[config.mk]
export PLATFORM = sky130hd
export DESIGN_NAME = mpx_nto1_stream
export DESIGN_NICKNAME = d
export VERILOG_FILES = /design/src/rtl/mpx_nto1_stream.sv
export SDC_FILE = /design/constraint.sdc
export NUM_CORES = 1
export LEC_CHECK = 0
export CAP_MARGIN = 20
export CORE_ASPECT_RATIO = 1.5
export CORE_MARGIN = 2
export CORE_UTILIZATION = 25
export DETAILED_ROUTE_END_ITERATION = 8
export GPL_TIMING_DRIVEN = 0
export PLACE_DENSITY = 0.69
export SYNTH_ARGS = -nofsm -noshare
export SYNTH_HDL_FRONTEND = slang
export SYNTH_SLANG_ARGS = --single-unit
[constraint.sdc]
create_clock -name i_clk -period 4.1 [get_ports i_clk]
set_clock_uncertainty 0.1 [all_clocks]
set_input_delay 0.615 -clock i_clk [delete_from_list [all_inputs] [get_ports i_clk]]
set_output_delay 0.615 -clock i_clk [all_outputs]
set_load 0.03 [all_outputs]
[src/rtl/mpx_nto1_stream.sv]
// mpx_nto1_stream: N-to-1 stream multiplexer with fixed-select or round-robin arbitration and a registered output stage
module mpx_nto1_stream #(
    parameter int NB_DATA  = 32,
    parameter int N_INPUTS = 4,
    parameter int NB_SEL   = 2
) (
    input  logic                         i_clk,
    input  logic                         i_rst_n,
    input  logic [N_INPUTS*NB_DATA-1:0]  i_data,
    input  logic [N_INPUTS-1:0]          i_valid,
    output logic [N_INPUTS-1:0]          o_ready,
    input  logic                         i_mode,
    input  logic [NB_SEL-1:0]            i_sel,
    output logic [NB_DATA-1:0]           o_data,
    output logic                         o_valid,
    input  logic                         i_ready,
    output logic [NB_SEL-1:0]            o_grant
);
    logic [NB_DATA-1:0] r_data;
    logic               r_valid;
    logic [NB_SEL-1:0]  r_grant;
    logic [NB_SEL-1:0]  r_rr_ptr;
    logic               w_load_en;
    logic               w_gnt_vld;
    logic [NB_SEL-1:0]  w_gnt;
    logic               w_xfer;

    assign w_load_en = !r_valid || i_ready;
    assign w_xfer    = w_gnt_vld && w_load_en && i_rst_n;

    // Round-robin scans offsets high-to-low so the nearest valid channel from rr_ptr wins last.
    always_comb begin
        int idx;
        w_gnt_vld = 1'b0;
        w_gnt     = '0;
        idx       = 0;
        if (i_mode) begin
            for (int k = N_INPUTS - 1; k >= 0; k--) begin
                idx = (int'(r_rr_ptr) + k) % N_INPUTS;
                if (i_valid[idx]) begin
                    w_gnt_vld = 1'b1;
                    w_gnt     = NB_SEL'(idx);
                end
            end
        end else begin
            for (int k = 0; k < N_INPUTS; k++) begin
                if (int'(i_sel) == k && i_valid[k]) begin
                    w_gnt_vld = 1'b1;
                    w_gnt     = NB_SEL'(k);
                end
            end
        end
    end

    assign o_ready = w_xfer ? (N_INPUTS'(1) << w_gnt) : '0;

    always_ff @(posedge i_clk or negedge i_rst_n) begin
        if (!i_rst_n) begin
            r_data   <= '0;
            r_valid  <= 1'b0;
            r_grant  <= '0;
            r_rr_ptr <= '0;
        end else if (w_xfer) begin
            r_data  <= i_data[int'(w_gnt)*NB_DATA +: NB_DATA];
            r_grant <= w_gnt;
            r_valid <= 1'b1;
            if (i_mode)
                r_rr_ptr <= (int'(w_gnt) == N_INPUTS - 1) ? '0 : w_gnt + NB_SEL'(1);
        end else if (i_ready) begin
            r_valid <= 1'b0;
        end
    end

    assign o_data  = r_data;
    assign o_valid = r_valid;
    assign o_grant = r_grant;
endmodule

Word-level counts from Yosys, hierarchy flattened
Cells that the tools add are included.

word-level totals
  memory bits (writable) = 0
  bits in latches = 0
  bits in read-only memories = 0
  flip-flop bits (word level) = 37
  memories = 0

cells by class
  reductions and logical operators = 14
  bitwise operators = 3
  equality and inequality tests = 4
  order comparisons = 4
  multipliers = 0
  $add $sub $neg = 4
  mux-type cells = 32
  divide/modulo/power cells = 0
  shifts and indexed selects = 2

operators by type and width
  cell                 number
  $shiftx 128x8->32    1
  $mux 1               19
  $mux 2               8
  $lt 3x4->1 const B   3
  $bmux 1 s2           4
  $logic_and 1x1->1    6
  $reduce_or 2->1      3
  $add 2x1->2 const B  2
  $add 2x2->2 const B  2
  $eq 2x1->1 const B   2
  $eq 2x2->1 const B   2
  $mux 4               1
  $shl 1x2->4 const A  1
  $and 1x1->1 const A  3
  $lt 2x3->1 const B   1
  $logic_not 2->1      1
  $reduce_and 2->1     1
  $reduce_bool 2->1    1
  $logic_not 1->1      1
  $logic_or 1x1->1     1

Depth between registers and ports, before layout
Gate-level depths: netlist of run 1.

  depth in word-level cells = 14
  depth in mapped cells = 8
  depth with buffers taken out = 5

Worst setup path after synthesis of run 1
OpenSTA, ideal clock, no wires.

  path kind = input port to output port
  from = in i_mode
  to = out o_ready[0]
  stages on the path = 7
  arrival = 2.171 ns
  slack = 1.214 ns
  required time = 3.385 ns
  cell sequence = buf_2 > and2b_1 > a21boi_1 > o31ai_1 > nand3_2 > buf_2 > nor2_1

between the ends
  longest elaborated chain between the ends = 4

ends and longest elaborated chain
  item                            line  source
  from (decl)                     12    input logic i_mode,
  $mux 1                          37    if (i_mode) begin
  $logic_and 1x1->1 (2 in a row)  29    assign w_xfer = w_gnt_vld && w_load_en && i_rst_n;
  $mux 4 (*)                      55    assign o_ready = w_xfer ? (N_INPUTS'(1) << w_gnt) : '0;
  to (decl)                       11    output logic [N_INPUTS-1:0] o_ready,

Mark *: on every way between the ends. The rest lies on a longest branch, timed or not.

Worst setup path in the final report of run 1
  from = in i_valid[1]
  to = out o_ready[2]

between the ends
  longest elaborated chain between the ends = 11

ends and longest elaborated chain
  item                                       line  source
  from (decl)                                10    input logic [N_INPUTS-1:0] i_valid,
  $bmux 1 s2                                 40    if (i_valid[idx]) begin
  $mux 1 (implied by the code) (2 in a row)  40
  $mux 1 (4 in a row)                        40
  $mux 1                                     37
  $logic_and 1x1->1 (2 in a row)             29
  $mux 4 (*)                                 55

Mark *: on every way between the ends. The rest lies on a longest branch, timed or not. The select of a mux whose other input is x is not followed.

==> results of run 1 <==
==> through the flow <==
stage	power, µW	setup WS (ps)	hold slack [ps]	instances
after global placement	1567	-1145	369.4	528
after global routing	2128	32.68	130.5	539
after detailed placement	1586	46.65	375.1	529
after CTS	2040	41.69	118.9	537
after floorplan	1111	1214	219.4	237
final	2018	196.6	118.8	539
==> routing by layer <==
| layer | up-vias | global-route usage (%) | routed length, µm |
|---|---|---|---|
| met1 | 1235 | 20.35 | 3585 |
| met4 | 0 | 5.882 | 184 |
| met3 | 12 | 2.904 | 591 |
| met5 | - | 0 | 0 |
| met2 | 106 | 31.02 | 4811 |
| li1 | 1278 | - | - |
==> critical path, cell delays in order <==
cell and delay, ps:
sky130_fd_sc_hd__clkdlybuf4s50_1 580, sky130_fd_sc_hd__and2b_1 260, sky130_fd_sc_hd__a21boi_1 160, sky130_fd_sc_hd__o31a_1 310, sky130_fd_sc_hd__o21ai_4 280, sky130_fd_sc_hd__buf_2 300, sky130_fd_sc_hd__nor2_1 60, sky130_fd_sc_hd__clkdlybuf4s50_1 620
==> worst min path at each step <==
stage | endpoint | slack [ps] | depth (start not counted)
after floorplan | o_data[0]$_DFFE_PN0P_ | 220 | 0
final | o_data[8]$_DFFE_PN0P_ | 120 | 1
after global routing | o_data[8]$_DFFE_PN0P_ | 130 | 1
after detailed placement | o_grant[0]$_DFFE_PN0P_ | 380 | 2
after global placement | o_grant[0]$_DFFE_PN0P_ | 370 | 2
after CTS | o_data[8]$_DFFE_PN0P_ | 120 | 1
==> repair_timing <==
item	CTS	global route
hold buffers	0	0
resized for setup	0	2
setup buffers	0	2
setup endpoints to repair	0	4
==> flip-flops by register name, summed over array words and instances (netlist names) <==
signal / cells
o_data: 32
o_grant: 2
r_rr_ptr: 2
o_valid: 1
==> power groups by stage <==
stage          clock network, µW  registers [µW]  logic, µW
6_report                     445             544       1030
5_1_grt                      477             559       1090
4_1_cts                      458             545       1040
3_5_place_dp                   0             551       1040
3_3_place_gp                   0             546       1020
2_1_floorplan                  0             762        349
==> logic make-up after synthesis <==
kind of cell	Yosys count
AO/OA/AOI/OAI	52
buffers and inverters	21
AND/OR/NAND/NOR	61
multiplexers	66
flip-flops	37
==> final cells by class <==
cell class | instances | area [µm²] | share of cell area (%)
Multi-Input combinational cell | 179 | 1403 | 30.61
Tap cell | 115 | 143.9 | 3.140
Clock buffer | 7 | 142.6 | 3.113
Inverter | 2 | 7.507 | 0.1638
Sequential cell | 37 | 925.9 | 20.21
Timing Repair Buffer | 179 | 1792 | 39.10
Clock inverter | 1 | 30.03 | 0.6554
Buffer | 19 | 137.6 | 3.004
==> cell usage in the layout (no fill, tap or decap), types with 2 or more instances in the layout <==
cell type and instances:
sky130_fd_sc_hd__clkdlybuf4s50_1 175, sky130_fd_sc_hd__mux2i_1 64, sky130_fd_sc_hd__nand2_1 38, sky130_fd_sc_hd__dfrtp_1 37, sky130_fd_sc_hd__o221ai_1 32, sky130_fd_sc_hd__buf_2 12, sky130_fd_sc_hd__nor2_1 6, sky130_fd_sc_hd__nand2b_1 5
sky130_fd_sc_hd__buf_4 5, sky130_fd_sc_hd__clkbuf_16 5, sky130_fd_sc_hd__nor3b_1 3, sky130_fd_sc_hd__inv_1 2, sky130_fd_sc_hd__nor3_1 2, sky130_fd_sc_hd__a21oi_1 2, sky130_fd_sc_hd__nor2b_1 2, sky130_fd_sc_hd__o21ai_0 2
sky130_fd_sc_hd__buf_6 2, sky130_fd_sc_hd__buf_8 2, sky130_fd_sc_hd__nand3_1 2, sky130_fd_sc_hd__o21ai_1 2
==> reports/results.tsv, run 1 <==
stage	metric	value	unit
routing	drt_iter0_markers	53	
clock_network	cts-root-buf	sky130_fd_sc_hd__clkbuf_16	
pwr	p_seq_share	27.0	%
floorplanning	core_area	9634	µm²
sta	fmax	256.2	MHz
pwr	power_density	440.4	nW/µm²
grt	grt_antenna_before_repair	0	
routing	wl_per_cell	17.02	µm
critical_path	r2r_cells	7	
worst_hold_path	worstHoldPathType	in2async	
pwr	netSwitchingFraction	36.60	%
synthesis	synth.mux.area_fraction	27.40	%
synthesis	synth-async-reset-ratio	100.0	%
grt	grt_usage	17.25	%
pwr	max-vdd-ir-drop	0.2504	mV
clock_network	tritoncts.num_buffers	5	
final_layout	layout.nets	561	
final_layout	finished_layout_cell_area	4582	µm²
sta	slew_headroom	57.10	%
grt	first_global_vias	2806	
synthesis	synth_cell_type_count	37	
grt	grt_pass1_wl	14.75	mm
routing	antenna_left	0	
sta	setup_viol_count_final	0	
sta	final_period_utilization	95.21	%
sta	report.final.slew_viol_count	0	
synthesis	netlist.area_leader.share	37.62	%
clock_network	clk_pin_slew	60	ps
clock_network	cts-root-to-sink-buffers	2	
critical_path	r2r_end	o_data[26]$_DFFE_PN0P_	
synthesis	synth_seq_area_share	37.62	%
critical_path	worst-endpoint-arrival	3190	ps
floorplanning	fp-row-count	44	
floorplanning	die_y	125.5	µm
place	finalWeightedCongestion	0.8253	
critical_path	timing.critical_path.from_type	input port	
synthesis	post_synth.cell_area_avg	10.38	µm²
synthesis	yosys_warnings	0	
outcome	status	complete, no violations	
place	detailed_place.area	4382	µm²
synthesis	mappedNetlistNets	375	
final_layout	share_of_cells_above_drive_strength_1	8.491	%
synthesis	synthFlopType	sky130_fd_sc_hd__dfrtp_1	
pwr	pwr-share-comb	51.0	%
place	place.detailed.hpwl	7.370	mm
synthesis	largest_family_of_logic_cells_by_synthesized_area	multiplexers	
synthesis	postSynthRegisterBits	37	
synthesis	synthesis.instances	237	
synthesis	synth-edff-count	0	
clock_network	cts_sinks	37	
place	numPortBuffers	176	
critical_path	worst_ep_required_time	3380	ps
final_layout	layout-area-overhead-vs-synth	86.17	%
sta	setup_repair_after_global_routing_missed_its_margin	no	
critical_path	setup.worst_path.end_class	output pin	
pwr	total_switching_power	738.5	µW
grt	grt_max_degree	29	
floorplanning	initial_utilization	25.55	%
final_layout	fill_cells	902	
synthesis	post_synth_and_or_nand_nor_area_fraction	11.18	%
final_layout	antennaDiodeCount	0	
synthesis	adder_cell_share_of_the_synthesized_area	0	%
routing	drt_pre_antenna_iters	4	
critical_path	r2r_slack	1950	ps
synthesis	ys_top_cells_by_count	sky130_fd_sc_hd__mux2i_1, sky130_fd_sc_hd__nand2_1, sky130_fd_sc_hd__dfrtp_1	
pwr	power_frac_clock	22.1	%
grt	grt-ovfl-total	0	
floorplanning	die_area	10670	µm²
clock_network	clock_latency	270	ps
critical_path	critical_path_origin	i_valid[1]	
pwr	total_leakage_power	0.001983	µW
synthesis	netlist.top_cell.by_area	sky130_fd_sc_hd__dfrtp_1	
critical_path	timing.critical_path.fanout_max	10	
sta	setup_tns	0	ps
synthesis	combined_area_of_all_synthesized_cells	2461	µm²
clock_network	htree_num_levels	2	
floorplanning	top_level_ports	177	
pwr	cellInternalPower	1279	µW
routing	num_vias	2631	
routing	drc	0	
critical_path	setup.worst_path.class	in2out	
synthesis	fraction_of_the_mapped_netlist_area_in_compound_gates	17.90	%
floorplanning	die_x	85.01	µm
final_layout	post_route_core_utilization	47.56	%
sta	report.final.hold_viol_count	0	
clock_network	clock_tree_from_tritoncts	built	
critical_path	cp-endpoint	o_ready[2]	
synthesis	yosys.cell_count.top_type	sky130_fd_sc_hd__mux2i_1	
routing	routed_wirelength	9.173	mm
sta	fin_crit	3903	ps
job	drv.max_cap_violation_count	0	
sta	worst_slew_pin_slew	643.5	ps
critical_path	regToRegStartpoint	r_rr_ptr[1]$_DFFE_PN0P_	
synthesis	synthTopCellsByArea	sky130_fd_sc_hd__dfrtp_1, sky130_fd_sc_hd__mux2i_1, sky130_fd_sc_hd__o221ai_1	
synthesis	synth_xor_area_share	0	%
routing	viasPerCell	4.881	
Power figures use the tool's default switching activity.
==> inputs of run 2 (changes only) <==
- CORE_ASPECT_RATIO: 1.5 -> 1.75
==> reports/results.tsv, run 2 (same netlist as run 1, synthesis figures left out) <==
stage	metric	value	unit	change
pwr	max-vdd-ir-drop	0.1965	mV	-22%
floorplanning	core_area	9527	µm²	-1.1%
grt	grt-ovfl-total	0		unchanged
floorplanning	top_level_ports	177		unchanged
sta	report.final.slew_viol_count	0		unchanged
floorplanning	die_y	135.3	µm	+7.8%
sta	worst_slew_pin_slew	770.1	ps	+126.6 ps
clock_network	cts_sinks	37		unchanged
floorplanning	fp-row-count	47		+6.8%
final_layout	layout-area-overhead-vs-synth	84.80	%	
clock_network	clk_pin_slew	60	ps	about the same
grt	grt_max_degree	39		+34%
final_layout	share_of_cells_above_drive_strength_1	8.274	%	-0.22 points
critical_path	worst-endpoint-arrival	3170	ps	-20 ps
clock_network	htree_num_levels	2		unchanged
sta	setup_repair_after_global_routing_missed_its_margin	no		
clock_network	clock_tree_from_tritoncts	built		
pwr	report.power.total	1966	µW	-2.6%
critical_path	regToRegStartpoint	r_rr_ptr[1]$_DFFE_PN0P_		
sta	final_period_utilization	94.88	%	-0.33 points
routing	antenna_left	0		unchanged
critical_path	critPathMaxStageDelay	630	ps	about the same
grt	grt_antenna_before_repair	0		unchanged
place	numPortBuffers	176		unchanged
routing	wl_per_cell	17.38	µm	+2.1%
final_layout	layout.cells.most_common_list	sky130_fd_sc_hd__clkdlybuf4s50_1, sky130_fd_sc_hd__mux2i_1, sky130_fd_sc_hd__nand2_1		
floorplanning	die_x	79	µm	-7.1%
final_layout	fill_cells	934		+3.5%
floorplanning	initial_utilization	25.83	%	+0.29 points
critical_path	timing.critical_path.fanout_max	10		unchanged
clock_network	tritoncts.num_buffers	5		unchanged
final_layout	flip_flop_count_of_the_largest_register_after_layout	32		unchanged
critical_path	cpMaxStageDelayCell	sky130_fd_sc_hd__clkdlybuf4s50_1		
final_layout	multi_input_comb_area	1398	µm²	-0.36%
sta	fin_crit	3890	ps	-13.48 ps
outcome	status	complete, no violations		
routing	num_vias	2707		+2.9%
sta	fmax	257.1	MHz	+0.35%
critical_path	timing.critical_path.from_type	input port		
place	place.detailed.hpwl	7.490	mm	+1.6%
critical_path	setup.worst_path.class	in2out		
grt	first_global_vias	2960		+5.5%
critical_path	setup.worst_path.end_class	output pin		
critical_path	worst_ep_required_time	3380	ps	about the same
grt	grt_pass1_wl	14.70	mm	-0.28%
clock_network	cts-hold-fix-buffers	0		unchanged
place	finalWeightedCongestion	0.8270		+0.21%
sta	setup_tns	0	ps	unchanged
final_layout	most_common_library_cell_in_the_layout_ignoring_fill_and_taps	sky130_fd_sc_hd__clkdlybuf4s50_1		
final_layout	antennaDiodeCount	0		unchanged
routing	drt_pre_antenna_iters	4		unchanged
routing	drc	0		unchanged
job	drv.max_cap_violation_count	0		unchanged
clock_network	clock_latency	280	ps	about the same
routing	viasPerCell	4.967		+1.8%
final_layout	seqCellArea	925.9	µm²	unchanged
clock_network	cts-root-buf	sky130_fd_sc_hd__clkbuf_16		
final_layout	layout.nets	560		-0.18%
routing	routed_wirelength	9.474	mm	+3.3%
floorplanning	die_area	10690	µm²	+0.14%
critical_path	path_cells	clkdlybuf4s50_1 -> and2b_1 -> a21boi_1 -> o31a_1 -> o21ai_4 -> buf_2 -> nor2_1 -> clkdlybuf4s50_1		
routing	drt_iter0_markers	85		+60%
sta	setup_viol_count_final	0		unchanged
grt	grt_usage	17.54	%	+0.29 points
sta	report.final.hold_viol_count	0		unchanged
worst_hold_path	worstHoldPathType	in2async		
sta	slew_headroom	48.66	%	-8.4 points
critical_path	crit_top_cell	sky130_fd_sc_hd__clkdlybuf4s50_1		
clock_network	cts-root-to-sink-buffers	2		unchanged
critical_path	critical_path_origin	i_valid[1]		
pwr	total_leakage_power	0.001967	µW	-0.76%
pwr	power_density	432.3	nW/µm²	-1.8%
[run 2: report_power, final]
group          switching, µW  internal (µW)  leakage (µW)
clock                    150            242     0.0000768
combinational            532            495       0.00144
sequential              69.0            478      0.000455
total                    751           1210       0.00197
[run 2: worst max-delay path: cells and delay by family]
kind / cells / cell delay [ps]
AO/OA/AOI/OAI: 3 / 730
buffers and inverters: 3 / 1510
AND/OR/NAND/NOR: 2 / 320
[run 2: area by class of cell]
type / count / share of cell area (%)
Timing Repair Buffer: 178 / 39.01
Multi-Input combinational cell: 179 / 30.73
Sequential cell: 37 / 20.36
Tap cell: 122 / 3.356
Clock buffer: 6 / 3.054
Buffer: 19 / 3.026
Clock inverter: 2 / 0.3026
Inverter: 2 / 0.1651
[run 2: through the flow]
step | cells | util (%) | instance area [µm²] | worst slack [ps] | hold WS [ps]
final | 545 | 47.74 | 4548 | 210.1 | 243.9
after floorplan | 237 | - | 2461 | 1214 | 219.4
after CTS | 543 | 47.48 | 4523 | 41.34 | 383.3
after global routing | 545 | 47.74 | 4548 | 34.11 | 289.8
after detailed placement | 535 | 45.88 | 4370 | 40.40 | 373.1
after global placement | 535 | 45.93 | 4375 | -1140 | 368.7
[run 2: what timing repair did]
| item | in CTS | in global routing |
|---|---|---|
| setup endpoints to repair | 0 | 4 |
| buffers inserted | 0 | 2 |
| endpoints found under the hold margin | 0 | 0 |
| gates resized for setup | 0 | 2 |
[run 2: layer usage]
layer	track usage [%]	vias up	part of all wire, %
met4	7.950	0	3.3
met5	0	-	0
li1	-	1272	-
met1	18.16	1301	36
met3	2.533	19	5.2
met2	33.80	115	56
[run 2: worst paths after layout]
path	to	slack [ps]	cells past startpoint
worst max-delay path	o_ready[2]	210	8
worst min-delay path	o_data[8]$_DFFE_PN0P_	240	1
worst max register to register	o_data[26]$_DFFE_PN0P_	1950	8
worst min register to register	o_data[21]$_DFFE_PN0P_	390	2
max in group asynchronous	o_data[26]$_DFFE_PN0P_	3290	1
min in group i_clk	o_data[21]$_DFFE_PN0P_	390	2
==> RTL edit 1: new RTL, config.mk and constraints of run 1 <==
Set the parameter `N_INPUTS` to 8 (it was 4).
--- a/src/rtl/mpx_nto1_stream.sv
+++ b/src/rtl/mpx_nto1_stream.sv
@@ -1,7 +1,7 @@
 // mpx_nto1_stream: N-to-1 stream multiplexer with fixed-select or round-robin arbitration and a registered output stage
 module mpx_nto1_stream #(
     parameter int NB_DATA  = 32,
-    parameter int N_INPUTS = 4,
+    parameter int N_INPUTS = 8,
     parameter int NB_SEL   = 2
 ) (
     input  logic                         i_clk,
Interface: changed (resized i_data, i_valid and o_ready); port bits go from 177 to 313. No check against the original RTL was run, so the function may have changed too.
==> RTL edit 1 against run 1 <==
- design area up 17%
- sequential cell count unchanged
- register-to-register slack worse by 1.6 ns
- sequential share of layout area down 2.9 points
- global-route usage up 1.3 points
- routed wire length up 30%
- via count up 28%
- worst setup slack worse by 0.12 ns
- area after synthesis up 19%
- fmax down 2.9%
- critical endpoint unchanged
- largest cell class unchanged
Power is not compared: it rests on default switching activity, and its combinational part moved more than twofold at a synthesized area within 25%.
==> RTL edit 1: results (changes against run 1) <==
metric;value;unit;change
area leader, netlist;dfrtp_1;;
R2R cell count;16;;+9
Clock Pin Slew Worst Setup and Hold Paths;0.06;ns;about the same
Top Family by Delay on Critical Path;buffers and inverters;;
Port-buffer cells;180;;+2.3%
FF-to-FF Start;r_rr_ptr[0]$_DFFE_PN0P_;;
layout cells sized above 1;17.66;%;+9.2 points
fraction of registers with async set/reset;100.0;%;unchanged
Placer Congestion;0.9140;;+11%
first-pass GRT wire length;18310;um;+24%
Max IR drop VDD;0.0003033;V;
fin nets;775;;+38%
critical path's slowest cell;mux4_2;;
largest net degree at the start of global routing;38;;+31%
top cells by area, synth;dfrtp_1 32%, mux2i_1 14%, a211oi_1 8.2%, o22ai_1 7.0%, mux4_2 6.1%;;
synthesized area per cell;9.833;sq um;-5.3%
top cells by count, synth;41 x mux2i_1, 37 x dfrtp_1, 35 x nor3_1;;
CTS max path bufs;2;;unchanged
clock root cell;clkbuf_16;;
slew margin rel.;62.35;%;+5.3 points
Leakage;0.002144;uW;
Iteration-0 DRC Markers;114;;+120%
post-synthesis cell type count;45;;+22%
H-Tree Depth;2;;unchanged
DP Wirelength;8909;um;+21%
Worst Path Arrival;3.31;ns;+0.12 ns
CP max stage delay;0.46;ns;-0.16 ns
CP max FO;5;;-5
Routed Antenna Nets;0;;unchanged
Antenna Diode Count;0;;unchanged
worst hold path type;primary input to async pin;;
GRT Total Usage;18.59;%;+1.3 points
Syn. warnings;0;;unchanged
status;finished, final reports clean;;
Layout Cells excl Fill;654;;+21%
reg2reg end;o_data[14]$_DFFE_PN0P_;;
Worst R2R Setup Slack;0.33;ns;-1.62 ns
vias in the first global route;3636;;+30%
# placed instances;632;;+19%
DR WL/cell;18.28;um;+7.4%
Seq/Total Area, Yosys;31.60;%;-6.0 points
worst hold slack;0.01847;ns;-0.1003 ns
initial antenna violation count;0;;unchanged
First-pass DRT Iterations;4;;unchanged
Clock Latency Late Sink;0.28;ns;
Num CTS Buffers;5;;unchanged
vias per cell;5.135;;+5.2%
max reg flops;32;;unchanged
RTL edit 1: cell count changes after synthesis, sizes merged, moves of 4 or more:
cell    before  now
a211oi       1   32
a21o         0    4
a21oi        2    7
and2         0    4
clkbuf       1   12
mux2         1   11
mux2i       64   41
mux4         1    8
nand2       38    6
nor3         2   35
o221ai      32    0
o22ai        0   33
RTL edit 1: how the worst max path moves through the flow:
stage	start	end	slack, ns	cells after the start
global route	i_valid[2]	o_ready[2]	-0.006	11
detailed placement	r_rr_ptr[0]$_DFFE_PN0P_	o_ready[1]	-0.94	16
global placement	i_rst_n	o_ready[1]	-1.67	10
CTS	r_rr_ptr[0]$_DFFE_PN0P_	o_ready[1]	0.006	15
finish	i_valid[2]	o_ready[2]	0.08	11
floorplan	r_rr_ptr[0]$_DFFE_PN0P_	o_ready[1]	0.05	15
RTL edit 1: final cells by class:
cell class / count / area, sq um
buffer: 29 / 247.7
timing repair buffer: 199 / 1948
clock inverter: 1 / 8.758
clock buffer: 7 / 152.6
inverter: 5 / 30.03
sequential: 37 / 925.9
fill: 1095 / 6130
multi-input combinational: 226 / 1841
tap: 150 / 187.7
RTL edit 1: kinds of logic after synthesis:
family | synth area share (%)
fa+ha+maj | 0.8538
simple gates | 11.27
buf+inv | 7.985
flops | 31.60
xor+xnor | 0.5979
other cells | 0.1280
mux | 24.64
compound gates | 22.93
RTL edit 1: routing by layer:
metal / global-route usage [%] / share of wire (%)
met1: 20.68 / 37
met2: 33.74 / 53
met3: 4.846 / 8.0
met4: 6.965 / 2.5
met5: 0 / 0
RTL edit 1: report_power, final:
part	leakage (uW)	total [uW]	switching [uW]	internal [uW]
combinational	0.00165	2440	1260	1180
clock	0.0000805	419	158	261
sequential	0.000410	639	99.0	540
total	0.00214	3500	1510	1980
RTL edit 1: repair_timing:
action	in CTS	in global routing
endpoints found under the setup margin	4	4
setup buffers	14	4
pin swaps	7	3
hold buffers	0	0
endpoints found under the hold margin	0	0
resized for setup	57	9
RTL edit 1: per-stage QoR:
step / area [sq um] / utilization [%] / setup slack [ns]
finish: 5341 / 46.56 / 0.07802
global route: 5341 / 46.56 / -0.005560
CTS: 5303 / 46.23 / 0.006008
detailed placement: 4950 / 43.15 / -0.9426
global placement: 4935 / 43.02 / -1.672
floorplan: 2945 / - / 0.05473
==> RTL edit 2: new RTL, config.mk and constraints of run 1 <==
Without the edit above. Make the reset (`i_rst_n`) synchronous in one clocked block.
--- a/src/rtl/mpx_nto1_stream.sv
+++ b/src/rtl/mpx_nto1_stream.sv
@@ -54,7 +54,7 @@
 
     assign o_ready = w_xfer ? (N_INPUTS'(1) << w_gnt) : '0;
 
-    always_ff @(posedge i_clk or negedge i_rst_n) begin
+    always_ff @(posedge i_clk) begin
         if (!i_rst_n) begin
             r_data   <= '0;
             r_valid  <= 1'b0;
Formal check against the unedited RTL: differs if i_rst_n is asserted again (counterexample within 4 cycles, from zero or initial values and one cycle with i_rst_n low); with i_rst_n held inactive, the same outputs for 4 cycles.
==> RTL edit 2 against run 1 <==
- synthesized cell count is 40% higher
- design area is 9.9% higher
- combinational power is 31% lower
- routed wire length is 34% higher
- sequential cell count stayed put
- power is 17% lower
- worst setup slack better by 0.17 ns
- area after synthesis is 18% higher
- largest power group unchanged
- critical path type unchanged
==> RTL edit 2: results (changes against run 1) <==
metric;value;unit;change
status;finished, final reports clean;;
worst hold path type;flip-flop to flip-flop;;
Detailed Route WL;12250;um;+34%
top cells by count, synth;61 x a21oi_1, 37 x dfxtp_1, 26 x mux2_2, 26 x mux2i_1;;
layout cells sized above 1;10.68;%;+2.2 points
R2R cell count;9;;+2
vias;3612;;+37%
first-pass GRT wire length;19060;um;+29%
Worst Path Arrival;3.02;ns;-0.17 ns
fraction of registers with async set/reset;0;%;-100 points
post-cts sizing count;0;;unchanged
max reg flops;32;;unchanged
reg2reg end;o_data[9]$_SDFFE_PN0P_;;
Place WS;0.03849;ns;-0.008160 ns
Fillers;1132;;+25%
Leakage;0.001957;uW;-1.3%
Worst Tran Pin Value;0.6151;ns;-0.02844 ns
post-synthesis cell type count;43;;+16%
syn nets;470;;+25%
DP Wirelength;9431;um;+28%
Port-buffer cells;175;;-0.57%
GRT Total Usage;19.05;%;+1.8 points
Placement Cell Area;4833;sq um;+10%
worst hold slack;0.3560;ns;+0.2372 ns
First-pass DRT Iterations;6;;+2
clock root cell;clkbuf_16;;
Worst R2R Setup Slack;1.69;ns;-0.26 ns
Max IR drop VDD;0.0002303;V;-8.0%
top cells by area, synth;dfxtp_1 26%, a21oi_1 11%, mux2_2 10%, mux2i_1 9.0%, a221o_1 6.9%;;
top_reg_cell synth;dfxtp_1;;
Num CTS Buffers;5;;unchanged
largest net degree at the start of global routing;13;;-55%
fin nets;652;;+16%
Post-CTS Setup Inserts;0;;unchanged
FF-to-FF Start;r_rr_ptr[0]$_SDFFE_PN0P_;;
Iteration-0 DRC Markers;172;;+220%
Antenna Diode Count;0;;unchanged
vias in the first global route;3850;;+37%
Hold EP;o_data[28]$_SDFFE_PN0P_;;
Placer Congestion;0.8328;;+0.91%
Seq/Total Area, Yosys;25.59;%;-12 points
[RTL edit 2: cell types whose count changed after synthesis, sizes merged, moves of 32 or more]
cell | before | now
a21oi | 2 | 61
dfrtp | 37 | 0
dfxtp | 0 | 37
mux2 | 1 | 33
mux2i | 64 | 26
nand2 | 38 | 5
o221ai | 32 | 0
[RTL edit 2: power by group]
part	switching (uW)	total (uW)	internal (uW)
sequential	30.1	445	415
clock	160	508	348
combinational	355	712	357
total	546	1670	1120
[RTL edit 2: worst max-delay path by stage]
| stage | startpoint | end | slack [ns] | cells past startpoint |
|---|---|---|---|---|
| after floorplan | i_valid[2] | o_ready[0] | 1.26 | 7 |
| after global placement | i_valid[2] | o_ready[0] | 0.06 | 9 |
| after detailed placement | i_valid[2] | o_ready[0] | 0.04 | 9 |
| after CTS | i_valid[2] | o_ready[3] | 0.02 | 9 |
| after global routing | i_valid[2] | o_ready[3] | 0.23 | 9 |
| final | i_valid[2] | o_ready[3] | 0.37 | 9 |
[RTL edit 2: cell type report]
class | instances | area, sq um | share of cell area [%]
inverters | 3 | 11.26 | 0.2237
plain buffers | 34 | 168.9 | 3.356
multi-input cells | 258 | 1973 | 39.20
clock inverters | 3 | 65.06 | 1.293
repair buffers | 175 | 1762 | 35.00
clock buffers | 5 | 125.1 | 2.486
flip-flops and latches | 37 | 740.7 | 14.72
well taps | 150 | 187.7 | 3.729
[RTL edit 2: worst max-delay path: stages]
cell and delay, ns:
clkdlybuf4s50_1 0.57, nor2b_1 0.20, a21boi_1 0.22, o32a_1 0.33, nand2_1 0.19, buf_2 0.25
o21a_1 0.17, nor2_1 0.16, dlymetal6s2s_1 0.31
[RTL edit 2: kinds of logic after synthesis]
| kind of cell | Yosys count | share of synthesized area (%) |
|---|---|---|
| buffers and inverters | 37 | 6.225 |
| XOR/XNOR | 1 | 0.3027 |
| flip-flops | 37 | 25.59 |
| AND/OR/NAND/NOR | 45 | 7.826 |
| AO/OA/AOI/OAI | 152 | 37.31 |
| multiplexers | 60 | 22.74 |
[RTL edit 2: through the flow]
| stage | total power, uW | std cells |
|---|---|---|
| 2_1_floorplan | 827.7 | 332 |
| 3_3_place_gp | 1149 | 657 |
| 3_5_place_dp | 1164 | 657 |
| 4_1_cts | 1677 | 665 |
| 5_1_grt | 1746 | 665 |
| 6_report | 1665 | 665 |
[RTL edit 2: routing by layer]
metal / GRT usage [%] / vias to the layer above / part of all wire, %
met4: 7.794 / 0 / 2.4
li1: - / 1707 / -
met5: 0 / - / 0
met2: 35.46 / 162 / 53
met1: 21.37 / 1723 / 39
met3: 3.005 / 20 / 5.9
